--- src/rtl/rv32i_types.sv ---
// Shared RV32I writeback types: register index, data word and arbiter state.
package rv32i_types;

  localparam int unsigned REG_W  = 5;
  localparam int unsigned WORD_W = 32;
  localparam int unsigned NREGS  = 32;

  typedef logic [REG_W-1:0]  rv32i_reg;
  typedef logic [WORD_W-1:0] rv32i_word;

  typedef enum logic {
    ARB_EMPTY = 1'b0,
    ARB_HELD  = 1'b1
  } arb_state_e;

endpackage

--- src/rtl/wb_scoreboard.sv ---
// Pending-write scoreboard for MDU destinations; flags decode sources that must wait.
module wb_scoreboard
  import rv32i_types::*;
(
  input  logic     clk,
  input  logic     rst,
  input  logic     issue_valid,
  input  rv32i_reg issue_dest,
  input  logic     clr_valid,
  input  rv32i_reg clr_dest,
  input  rv32i_reg src_a,
  input  rv32i_reg src_b,
  output logic     busy_a,
  output logic     busy_b
);

  logic [NREGS-1:0] pending;
  logic [NREGS-1:0] set_mask;
  logic [NREGS-1:0] clr_mask;

  // Clear is applied before set so a same-cycle reissue keeps the bit.
  always_comb begin
    set_mask = '0;
    clr_mask = '0;
    if (issue_valid && (issue_dest != '0)) set_mask[issue_dest] = 1'b1;
    if (clr_valid) clr_mask[clr_dest] = 1'b1;
  end

  always_ff @(posedge clk) begin
    if (rst) pending <= '0;
    else     pending <= (pending & ~clr_mask) | set_mask;
  end

  assign busy_a = !rst && (src_a != '0) && pending[src_a];
  assign busy_b = !rst && (src_b != '0) && pending[src_b];

endmodule

--- src/rtl/regfile_wb_arbiter.sv ---
// Merges pipeline and MDU results onto the single regfile write port, buffering one MDU result.
// WB_STARVE_GUARD_EN adds a wait counter that stalls the pipeline to drain a starved buffer.
module regfile_wb_arbiter
  import rv32i_types::*;
#(
  parameter int unsigned STARVE_LIMIT = 4
) (
  input  logic      clk,
  input  logic      rst,
  input  logic      pipe_valid,
  input  rv32i_reg  pipe_dest,
  input  rv32i_word pipe_data,
  input  logic      mdu_valid,
  input  rv32i_reg  mdu_dest,
  input  rv32i_word mdu_data,
  output logic      mdu_ready,
  input  logic      issue_valid,
  input  rv32i_reg  issue_dest,
  input  rv32i_reg  src_a,
  input  rv32i_reg  src_b,
  output logic      busy_a,
  output logic      busy_b,
  output logic      pipe_stall,
  output logic      rf_load,
  output rv32i_reg  rf_dest,
  output rv32i_word rf_in
);

  if (STARVE_LIMIT == 0) begin : g_bad_limit
    $error("STARVE_LIMIT must be at least 1");
  end

  arb_state_e state;
  rv32i_reg   buf_dest;
  rv32i_word  buf_data;
  logic       stall_q;
  logic       handshake;
  logic       mdu_wr;
  logic       capture;
  logic       drain;

  assign mdu_ready  = (state == ARB_EMPTY) && !rst;
  assign handshake  = mdu_valid && mdu_ready;
  assign pipe_stall = stall_q && !rst;

  // Grant selection: pipe has priority except when the held result must drain.
  always_comb begin
    rf_load = 1'b0;
    rf_dest = '0;
    rf_in   = '0;
    mdu_wr  = 1'b0;
    capture = 1'b0;
    drain   = 1'b0;
    if (!rst) begin
      case (state)
        ARB_EMPTY: begin
          if (pipe_valid) begin
            rf_load = 1'b1;
            rf_dest = pipe_dest;
            rf_in   = pipe_data;
            capture = handshake;
          end else if (handshake) begin
            rf_load = 1'b1;
            rf_dest = mdu_dest;
            rf_in   = mdu_data;
            mdu_wr  = 1'b1;
          end
        end
        ARB_HELD: begin
          if (stall_q || !pipe_valid) begin
            rf_load = 1'b1;
            rf_dest = buf_dest;
            rf_in   = buf_data;
            mdu_wr  = 1'b1;
            drain   = 1'b1;
          end else begin
            rf_load = 1'b1;
            rf_dest = pipe_dest;
            rf_in   = pipe_data;
          end
        end
        default: ;
      endcase
    end
  end

  always_ff @(posedge clk) begin
    if (rst) begin
      state    <= ARB_EMPTY;
      buf_dest <= '0;
      buf_data <= '0;
    end else if (capture) begin
      state    <= ARB_HELD;
      buf_dest <= mdu_dest;
      buf_data <= mdu_data;
    end else if (drain) begin
      state    <= ARB_EMPTY;
    end
  end

`ifdef WB_STARVE_GUARD_EN
  localparam int unsigned CNT_W = $clog2(STARVE_LIMIT + 1);
  localparam logic [CNT_W-1:0] LIMIT = CNT_W'(STARVE_LIMIT);

  logic [CNT_W-1:0] wait_cnt;
  logic [CNT_W-1:0] wait_nxt;
  logic             waiting;

  // Count HELD cycles that pass without draining; saturates at the limit.
  assign waiting = (state == ARB_HELD) && !drain && !rst;

  always_comb begin
    wait_nxt = '0;
    if (waiting) wait_nxt = (wait_cnt == LIMIT) ? wait_cnt : wait_cnt + CNT_W'(1);
  end

  always_ff @(posedge clk) begin
    if (rst) begin
      wait_cnt <= '0;
      stall_q  <= 1'b0;
    end else begin
      wait_cnt <= wait_nxt;
      stall_q  <= waiting && (wait_nxt == LIMIT);
    end
  end
`else
  assign stall_q = 1'b0;
`endif

  wb_scoreboard u_scoreboard (
    .clk         (clk),
    .rst         (rst),
    .issue_valid (issue_valid),
    .issue_dest  (issue_dest),
    .clr_valid   (mdu_wr),
    .clr_dest    (rf_dest),
    .src_a       (src_a),
    .src_b       (src_b),
    .busy_a      (busy_a),
    .busy_b      (busy_b)
  );

endmodule
--- config.mk ---
export PLATFORM = sky130hd
export DESIGN_NAME = regfile_wb_arbiter
export DESIGN_NICKNAME = d
export VERILOG_FILES = /design/src/rtl/rv32i_types.sv /design/src/rtl/wb_scoreboard.sv /design/src/rtl/regfile_wb_arbiter.sv
export SDC_FILE = /design/constraint.sdc
export NUM_CORES = 1
export LEC_CHECK = 0
export BUFFER_PORTS_ARGS = -buffer_cell sky130_fd_sc_hd__buf_2
export CAP_MARGIN = 20
export CORE_MARGIN = 1.5
export CORE_UTILIZATION = 50
export CTS_CLUSTER_DIAMETER = 120
export DETAILED_ROUTE_END_ITERATION = 10
export MAX_ROUTING_LAYER = met4
export PLACE_DENSITY_LB_ADDON = 0.25
export SYNTH_ARGS = -nofsm -noshare
export SYNTH_HDL_FRONTEND = slang
export SYNTH_SLANG_ARGS = --single-unit
--- constraint.sdc ---
create_clock -name clk -period 2.3 [get_ports clk]
set_input_delay 0.46 -clock clk [delete_from_list [all_inputs] [get_ports clk]]
set_output_delay 0.46 -clock clk [all_outputs]
set_load 0.005 [all_outputs]
* Word-level counts from Yosys, hierarchy flattened *
Index checks and enable logic that the tools add are counted.

operators by class
  magnitude comparators = 6
  multiplexer cells = 35
  bitwise gates (word level) = 4
  reductions and logical operators = 14

operators by type and width
  kind                                                         number
  two-way mux 32 bit                                           6
  case mux 32 bit (2 select lines)                             1
  AND 32 bit                                                   1
  NOT 32 bit                                                   1
  bitwise OR 32 bit                                            1
  less-than comparator 5 x 6 -> 1 bit (second input constant)  4
  two-way mux 5 bit                                            4
  two-way mux 1 bit                                            17
  nonzero test 5 bit                                           3
  binary-select mux 1 bit (select 5 bit)                       2
  demux 1 bit (select 5 bit)                                   2
  >= comparator 5 x 1 -> 1 bit (second input constant)         2
  case mux 5 bit (2 select lines)                              1
  logical AND 1 bit                                            9
  case mux 1 bit (2 select lines)                              2
  nonzero test 2 bit                                           1
  zero test 1 bit                                              1
  NOT 1 bit                                                    1

word-level totals
  register bits after elaboration = 70
  input bits = 94
  word-level logic and storage cells = 63

* Longest topological paths before layout *
Gate-level depths: netlist (run 1).

  depth in word-level cells = 15
  gate-level depth with buffers = 7

* Modules after synthesis *
From an unflattened synthesis (run 1), not the netlist that was laid out.

unflattened totals
  cell total of the unflattened synthesis = 476
  area total of the unflattened synthesis = 4,556.9 um^2

by module, submodules not included
  module              times used  cells an instance  area each (um^2)  seq. area each (um^2)
  regfile_wb_arbiter  1           261                2,650.0           760.7
  wb_scoreboard       1           215                1,906.8           640.6

* Worst setup path before layout (run 1) *
OpenSTA, ideal clock, no wires.

  path kind = input to output
  start = in src_a[0]
  end = out busy_a
  arrival = 1,732 ps
  required time = 1,840 ps
  setup slack = 108 ps
  cell stages on the path = 5
  buffers on the path = 1
  cells stage by stage = buf_2 > mux4_2 > mux2_2 > o211ai_1 > a311oi_1

on the way
  word-level cells in the longest chain between the ends = 3
  elaborated cells on any way between the ends = 5
  those cells by class = mux (2); reduce/logical (3)

RTL lines
  element                                                                              RTL line                  text
  start, declared                                                                      regfile_wb_arbiter.sv:19  input rv32i_reg src_a,
  binary-select mux 1 bit (select 5 bit) / nonzero test 5 bit (equally long branches)  wb_scoreboard.sv:34       assign busy_a = !rst && (src_a != '0) && pending[src_a];
  two-way mux 1 bit (not written as such) / logical AND 1 bit (equally long branches)  wb_scoreboard.sv:34
  logical AND 1 bit (*)                                                                wb_scoreboard.sv:34
  end, declared                                                                        regfile_wb_arbiter.sv:21  output logic busy_a,

Mark *: on every way between the ends. The rest lies on a longest branch, timed or not. The select of a mux whose other input is x is not followed.

* Worst setup path in the final report (run 1) *
  start = reg u_scoreboard.pending[22]
  end = out busy_a

on the way
  word-level cells in the longest chain between the ends = 3

RTL lines
  element                                  RTL line             text
  start, declared                          wb_scoreboard.sv:17  logic [NREGS-1:0] pending;
  start signal, assigned                   wb_scoreboard.sv:31  else pending <= (pending & ~clr_mask) | set_mask;
  binary-select mux 1 bit (select 5 bit)   wb_scoreboard.sv:34
  two-way mux 1 bit (not written as such)  wb_scoreboard.sv:34
  logical AND 1 bit                        wb_scoreboard.sv:34

Every way passes these cells. The select of a mux whose other input is x is not followed.

==> metrics, run 1 <==
Worst Setup End Kind output port; input/output buffers 134; Die Y 97.2 um; critical setup path kind register to output port; Max Freq 443 MHz; largest cells by area after synthesis dfxtp_1, nor3_1, a21oi_1; first-pass GRT wire length 21.4 mm; Seq cells post-synth 70; TritonCTS clock tree done; antenna cells 0; final worst setup slack 0.0406 ns; Final Hold Fails 0; clk_lat worst skew 0.34 ns; outcome completed; Most used DFF post-synth dfxtp_1; Vias/cell 6.04; Avg WL per Cell 16.4 um; CTS Sinks 70; final antenna-violating net count 0; max-cap violations 0; CP Cell Sequence mux4_2 > mux2_2 > o211ai_1 > a311oi_1 > buf_2; HPWL after detailed placement 9.31 mm; Clock H-tree levels 3; global route overflow 0; post-synth top area share 31.6%; most frequent cells in the layout buf_2, nand2_1, nor3_1, a21oi_1, dfxtp_1; GP Congestion 0.951; Core Area 0.00864 sq mm; Synth cell types 52; post-synthesis sequential area ratio 31.6%; Post-synth EDFFs 0; DRT iter0 DRCs 281; Slowest cell on crit path mux4_2; initial antenna violation count 0; reg-to-reg slack, setup 0.42 ns; First-pass DRT Iterations 5; Pleak 0.00214 uW; endpoints failing setup 0; PD cells 524 mW/mm^2; gr usage total 28.3%; Num CTS Buffers 9; drt drc 0; Mean Syn Cell Area 7.97 sq um; R2R Path End u_scoreboard.pending[10]$_SDFF_PP0_; largest stage delay on the critical path 0.44 ns; layout cells sized above 1 31.6%; Setup crit start u_scoreboard.pending[22]$_SDFF_PP0_; die footprint 0.00944 sq mm; worst-case reg-to-reg path depth 4; Post-Route WL 12.9 mm; CP max FO 3; power consumption 2860 uW; fin crit share 98.2%; worst setup path endpoint busy_a; Async SR Flop Fraction 0%; reg-to-reg startpoint state$_SDFFE_PP0P_; setup TNS 0 ns; initial core utilization 51.3%; Startpoint Class register; Least-Margin Pin Slew 0.689 ns; Slew headroom 53.7%; Synth area leader dfxtp_1; maximum root-to-sink buffer count 2; Period minus WS final 2.26 ns; largest net degree at the start of global routing 71; Chip Width 97.2 um; Pins Over Slew Limit 0; WHS 0.361 ns; post-route design area 0.00545 sq mm; Worst EP required 1.84 ns; clk_skew 0.0107 ns; vias in the first global route 4,512; Placed Area 0.00522 sq mm; row count 34; Worst VDD drop 291 uV; DR vias 4,761; Worst Hold Class primary input to register; root buffer cell clkbuf_8; most common cell after layout, fill and taps aside buf_2; Syn Nets 650; I/O pin total 136; Syn. warnings 0; clk slew on worst S/H paths 0.08 ns; critical path arrival 1.80 ns; nets 769; RSZ-0062 raised after global routing yes; cell count after synthesis 556; Syn Std Cell Area 0.00443 sq mm; DP Worst Slack 0.000921 ns; area grow syn2layout 22.9%
==> synth_stat cells (2+ instances only) <==
master,instances
nor2b_1,36
o21ai_1,2
nor4b_4,4
buf_4,3
nand4b_1,5
a31oi_1,7
a211o_1,2
nor3_1,66
nand2b_1,5
buf_6,2
a21oi_1,65
nand4bb_1,4
nand2_1,79
dfxtp_1,70
buf_2,12
nand3b_1,4
a221oi_1,32
clkbuf_1,32
mux2_2,2
or2_2,2
a211oi_1,2
nor2_1,38
o21ai_0,31
inv_1,3
and2_1,2
mux4_2,14
o211ai_1,3
mux2i_1,5
==> how the worst min path moves through the flow <==
stage,from,endpoint,depth (start not counted),slack (ns)
after floorplan,u_scoreboard.pending[0]$_SDFF_PP0_,u_scoreboard.pending[0]$_SDFF_PP0_,2,0.42
after global placement,buf_dest[4]$_SDFFE_PP0P_,buf_dest[4]$_SDFFE_PP0P_,2,0.44
after detailed placement,buf_data[25]$_SDFFE_PP0P_,buf_data[25]$_SDFFE_PP0P_,2,0.45
after CTS,mdu_dest[0],buf_dest[0]$_SDFFE_PP0P_,3,0.35
after global routing,mdu_data[5],buf_data[5]$_SDFFE_PP0P_,3,0.35
final,mdu_dest[0],buf_dest[0]$_SDFFE_PP0P_,3,0.36
==> per-layer routing <==
metal	track usage (%)	part of all wire, %
met5	-	0
met4	9.48	2.2
met3	5.25	7.9
met2	46.7	50
met1	34.9	40
==> final cells by class <==
class                      count  area, sq um
clock buffer                  11          151
clock inverter                 5         57.6
inverter                       4         15.0
sequential                    70         1410
timing repair buffer         157          887
fill                         775         3190
multi-input combinational    433         2790
tap                          108          135
==> registers in the layout, indices dropped and copies added, names as in the netlist <==
| name | flops |
|---|---|
| u_scoreboard.pending | 32 |
| buf_data | 32 |
| state | 1 |
| buf_dest | 5 |
==> repair_timing <==
item | CTS | global route
setup buffers | 0 | 1
hold buffers | 0 | 0
resized for setup | 1 | 9
pin swaps | 0 | 0
setup endpoints to repair | 3 | 5
==> where the power goes <==
group | internal (uW) | switching (uW) | leakage, uW
Combinational | 251 | 310 | 0.00147
Clock | 558 | 477 | 0.0000976
Sequential | 1240 | 21.9 | 0.000571
==> critical path: cells and delay by family, from the launching register on <==
family                 cells  cell delay (ns)
flip-flops                 1             0.34
buffers and inverters      1             0.14
AO/OA/AOI/OAI              2             0.27
multiplexers               2             0.72
==> metrics by stage <==
step / instances / util (%)
3_5_place_dp: 771 / 60.4
6_report: 788 / 63.1
3_3_place_gp: 770 / 60.3
2_1_floorplan: 556 / -
5_1_grt: 788 / 63.1
4_1_cts: 787 / 62.9
==> logic make-up after synthesis <==
logic type,Yosys count,synth area share [%]
AND/OR/NAND/NOR,255,31.0
multiplexers,23,9.60
buffers and inverters,53,5.42
other,1,0.0846
AO/OA/AOI/OAI,154,22.3
flip-flops,70,31.6
No activity file was read; power rests on OpenSTA's default activity.
==> run 2: changes to the inputs <==
--- a/config.mk
+++ b/config.mk
@@ -8,7 +8,7 @@
 export BUFFER_PORTS_ARGS = -buffer_cell sky130_fd_sc_hd__buf_2
 export CAP_MARGIN = 20
 export CORE_MARGIN = 1.5
-export CORE_UTILIZATION = 50
+export CORE_UTILIZATION = 34
 export CTS_CLUSTER_DIAMETER = 120
 export DETAILED_ROUTE_END_ITERATION = 10
 export MAX_ROUTING_LAYER = met4
==> run 2 against run 1 <==
Final cell count is 8.4% higher. Power is 15% higher. Combinational power is 3.6% higher. Critical path type unchanged. Die area is 45% higher. Cell area is 5.7% higher. First-iteration DRC count is 5.7% lower. Worst setup slack worse by 0.038 ns. Largest cell class unchanged. Critical endpoint unchanged. Core utilization is 18 points lower. Clock-buffer cell count stayed put.
==> metrics, run 2 (synthesis gave the netlist of run 1 again) <==
Slew headroom 51.3%; DRT iter0 DRCs 265; initial core utilization 35.0%; Num CTS Buffers 9; fin crit share 99.9%; largest stage delay on the critical path 0.47 ns; PD cells 569 mW/mm^2; critical path arrival 1.84 ns; Startpoint Class register; fin util 45.5%; Max Freq 435 MHz; Worst Setup End Kind output port; DR vias 4,637; initial antenna violation count 0; layout cells sized above 1 34.6%; Pins Over Slew Limit 0; Core Area 0.0127 sq mm; Clock H-tree levels 3; Chip Width 117 um; root buffer cell clkbuf_16; input/output buffers 134; power consumption 3280 uW; Worst VDD drop 373 uV; Pleak 0.00227 uW; endpoints failing setup 0; Period minus WS final 2.30 ns; Least-Margin Pin Slew 0.731 ns; TritonCTS clock tree done; row count 41; global route overflow 0; Post-Route WL 13.7 mm; CP max FO 3; maximum root-to-sink buffer count 2; GP Congestion 0.916; Vias/cell 5.43; RSZ-0062 raised after global routing yes; biggest regs buf_data (32), u_scoreboard.pending (32), buf_dest (5); die footprint 0.0137 sq mm; vias in the first global route 4,081; Avg WL per Cell 16.0 um; clk_skew 0.00903 ns; largest net degree at the start of global routing 76; max-cap violations 0; Placed Area 0.00526 sq mm; setup TNS 0 ns; Worst EP required 1.84 ns; Worst Hold Class primary input to register; DP Worst Slack 0.0421 ns; Die Y 117 um; most frequent cells in the layout buf_2, nand2_1, a21oi_1, nor3_1, dfxtp_1; nets 771; CP Cell Sequence mux4_2 > mux2_4 > o211ai_1 > a311oi_1 > buf_2; Final Hold Fails 0; final worst setup slack 0.00239 ns; clk_lat worst skew 0.33 ns; CTS Sinks 70; gr usage total 20.0%; clk slew on worst S/H paths 0.06 ns; Slowest cell on crit path mux4_2; final antenna-violating net count 0; drt drc 0; area grow syn2layout 29.9%; First-pass DRT Iterations 4; HPWL after detailed placement 9.72 mm; critical setup path kind register to output port; first-pass GRT wire length 20.9 mm; most common cell after layout, fill and taps aside buf_2; antenna cells 0; post-route design area 0.00576 sq mm; outcome completed; I/O pin total 136
[run 2: cell count changes in the layout (fill, tap and decap cells not counted), moves of 2 or more]
cell	change
clkbuf_8	-9
buf_6	+5
a221oi_2	+17
buf_4	-4
clkinvlp_4	-2
a221oi_1	-17
clkbuf_16	+9
clkbuf_4	+3
buf_12	-2
[run 2: cell type report]
type / instances / area, sq um
clock inverters: 5 / 56.3
repair buffers: 159 / 896
well taps: 172 / 215
multi-input cells: 433 / 2910
inverters: 4 / 15.0
fillers: 1301 / 6910
flip-flops and latches: 70 / 1410
clock buffers: 11 / 253
[run 2: what timing repair did]
action,CTS,global route
setup buffers,1,1
resized for setup,3,35
gates cloned,0,3
hold buffers,0,0
endpoints found under the setup margin,31,26
pin swaps,1,4
[run 2: path summary, 6_finish.rpt]
| check | from | to | slack, ns | cells after the start |
|---|---|---|---|---|
| setup / recovery | u_scoreboard.pending[19]$_SDFF_PP0_ | busy_a | 0.002 | 5 |
| hold / removal | mdu_data[16] | buf_data[16]$_SDFFE_PP0P_ | 0.38 | 3 |
| setup reg to reg | state$_SDFFE_PP0P_ | u_scoreboard.pending[9]$_SDFF_PP0_ | 0.48 | 6 |
| hold reg to reg | buf_dest[4]$_SDFFE_PP0P_ | buf_dest[4]$_SDFFE_PP0P_ | 0.45 | 2 |
[run 2: worst max-delay path, delay by kind of cell, from the launching register on]
family,cells,cell delay [ns]
AOI/OAI and AO/OA,2,0.29
buffers and inverters,1,0.14
DFF,1,0.33
muxes,2,0.75
[run 2: metrics by stage]
| stage | cells | hold slack [ns] |
|---|---|---|
| 2_1_floorplan | 556 | 0.419 |
| 6_report | 854 | 0.379 |
| 5_1_grt | 854 | 0.380 |
| 3_3_place_gp | 832 | 0.441 |
| 3_5_place_dp | 833 | 0.447 |
| 4_1_cts | 850 | 0.366 |
[run 2: report_power, final]
group / switching (uW) / leakage (uW) / internal, uW
clock: 534 / 0.000152 / 899
sequential: 21.4 / 0.000571 / 1240
combinational: 324 / 0.00154 / 257
[run 2: layer usage]
metal | share of wire (%) | vias up | routed length, um | global-route usage, %
li1 | - | 2286 | - | -
met1 | 44 | 2183 | 5990 | 26.2
met2 | 49 | 154 | 6720 | 31.9
met3 | 6.1 | 14 | 842 | 3.50
met4 | 1.1 | 0 | 150 | 5.14
met5 | 0 | - | 0 | -
==> run 3: changes to the inputs <==
--- a/config.mk
+++ b/config.mk
@@ -7,8 +7,10 @@
 export LEC_CHECK = 0
 export BUFFER_PORTS_ARGS = -buffer_cell sky130_fd_sc_hd__buf_2
 export CAP_MARGIN = 20
+export CELL_PAD_IN_SITES_DETAIL_PLACEMENT = 1
+export CELL_PAD_IN_SITES_GLOBAL_PLACEMENT = 2
 export CORE_MARGIN = 1.5
-export CORE_UTILIZATION = 34
+export CORE_UTILIZATION = 29
 export CTS_CLUSTER_DIAMETER = 120
 export DETAILED_ROUTE_END_ITERATION = 10
 export MAX_ROUTING_LAYER = met4
==> run 3 against run 2 <==
Combinational power decreased by 0.7%. Global-route usage increased by 0.66 points. Fmax decreased by 0.57%. The run now ends with negative setup slack left. Clock skew decreased by 0.0017 ns. Critical endpoint unchanged. Sequential cell count unchanged. Highest routed layer unchanged. Clock-buffer cell count increased by 1. Critical path depth unchanged. Cell area decreased by 1.4%. Worst setup slack got worse by 0.013 ns.
==> metrics, run 3 (synthesis gave the netlist of run 1 again) <==
outcome finished with violations; failing checks negative setup slack; clk_lat worst skew 0.34 ns; Slew headroom 57.9%; post-route design area 0.00568 sq mm; Die Y 127 um; Pleak 0.00221 uW; Num CTS Buffers 9; Period minus WS final 2.31 ns; R2R Path End u_scoreboard.pending[16]$_SDFF_PP0_; Pins Over Slew Limit 0; clk_skew 0.00737 ns; Final Hold Fails 0; vias in the first global route 4,917; reg-to-reg startpoint state$_SDFFE_PP0P_; max-cap violations 0; critical path arrival 1.85 ns; setup TNS -0.0108 ns; DRT iter0 DRCs 208; clk slew on worst S/H paths 0.06 ns; min-delay src mdu_data[15]; reg-to-reg slack, setup 0.44 ns; DP Worst Slack 0.0132 ns; root buffer cell clkbuf_16; Worst VDD drop 335 uV; initial antenna violation count 1; Worst EP required 1.84 ns; RSZ-0062 raised after global routing yes; PD cells 577 mW/mm^2; endpoints failing setup 1; CP max FO 3; first-pass GRT wire length 25.6 mm; Worst Hold Class primary input to register; row count 45; Core Area 0.0151 sq mm; TritonCTS clock tree done; GP Congestion 0.874; fin util 37.6%; Chip Width 127 um; initial core utilization 29.4%; Clock H-tree levels 3; biggest regs buf_data (32), u_scoreboard.pending (32), buf_dest (5); I/O pin total 136; drt drc 0; Max Freq 433 MHz; DR vias 4,743; die footprint 0.0160 sq mm; Avg WL per Cell 17.8 um; worst hold path stage count 3; most frequent cells in the layout buf_2, nand2_1, nor3_1, a21oi_1, dfxtp_1; gr usage total 20.6%; Placed Area 0.00535 sq mm; area grow syn2layout 28.1%; global route overflow 0; nets 773; most common cell after layout, fill and taps aside buf_2; First-pass DRT Iterations 4; Min-Delay Endpoint buf_data[15]$_SDFFE_PP0P_; Worst Setup End Kind output port; final worst setup slack -0.0108 ns; post-cts hold buffer count 0; worst-case reg-to-reg path depth 5; maximum root-to-sink buffer count 2; layout cells sized above 1 31.9%; power consumption 3280 uW; CTS Sinks 70; largest net degree at the start of global routing 47; Post-Route WL 15.5 mm; input/output buffers 134; final antenna-violating net count 0; Least-Margin Pin Slew 0.632 ns; critical setup path kind register to output port; Vias/cell 5.43; Startpoint Class register; fin crit share 100%; HPWL after detailed placement 11.4 mm
-- run 3: changes by cell type in the layout (fill, tap and decap cells not counted), sizes merged --
cell,change
diode,+1
buf,+5
clkinvlp,-1
clkinv,+1
inv,-1
clkbuf,-2
-- run 3: per-layer routing --
metal / share of wire, % / track usage, %
met4: 1.7 / 6.36
met2: 48 / 33.4
met3: 5.1 / 4.68
met5: 0 / -
met1: 45 / 25.7
-- run 3: stage by stage --
stage               hold slack, ns  cells
floorplan                    0.419    556
global placement             0.440    855
detailed placement           0.451    855
CTS                          0.353    872
global route                 0.360    873
finish                       0.370    873
-- run 3: worst max-delay path, stage by stage, from the launching register on --
cell and delay (ns):
dfxtp_1 0.33, mux4_2 0.47, mux2_4 0.28, o211ai_1 0.18
a311oi_1 0.12, buf_2 0.14
-- run 3: final cells by class --
type / instances / area, sq um
multi-input combinational: 433 / 2800
fill: 1874 / 9410
sequential: 70 / 1410
antenna: 1 / 2.50
inverter: 4 / 15.0
timing repair buffer: 161 / 913
clock buffer: 12 / 256
tap: 188 / 235
clock inverter: 4 / 45.0
-- run 3: timing repair --
item	CTS	global route
endpoints found under the setup margin	1	29
endpoints found under the hold margin	0	0
pin swaps	2	1
setup buffers	1	0
gates resized for setup	4	6
-- run 3: report_power, final --
group          internal, uW  switching [uW]
Clock                   894             544
Sequential             1240            22.4
Combinational           254             323
-- run 3: worst max-delay path by stage --
| stage | startpoint | endpoint | slack, ns | cells after the start |
|---|---|---|---|---|
| floorplan | src_a[0] | busy_a | 0.11 | 5 |
| global placement | src_b[0] | busy_b | 0.04 | 6 |
| detailed placement | src_a[0] | busy_a | 0.01 | 6 |
| CTS | u_scoreboard.pending[22]$_SDFF_PP0_ | busy_a | -0.03 | 5 |
| global route | u_scoreboard.pending[22]$_SDFF_PP0_ | busy_a | -0.07 | 5 |
| finish | u_scoreboard.pending[18]$_SDFF_PP0_ | busy_a | -0.01 | 5 |
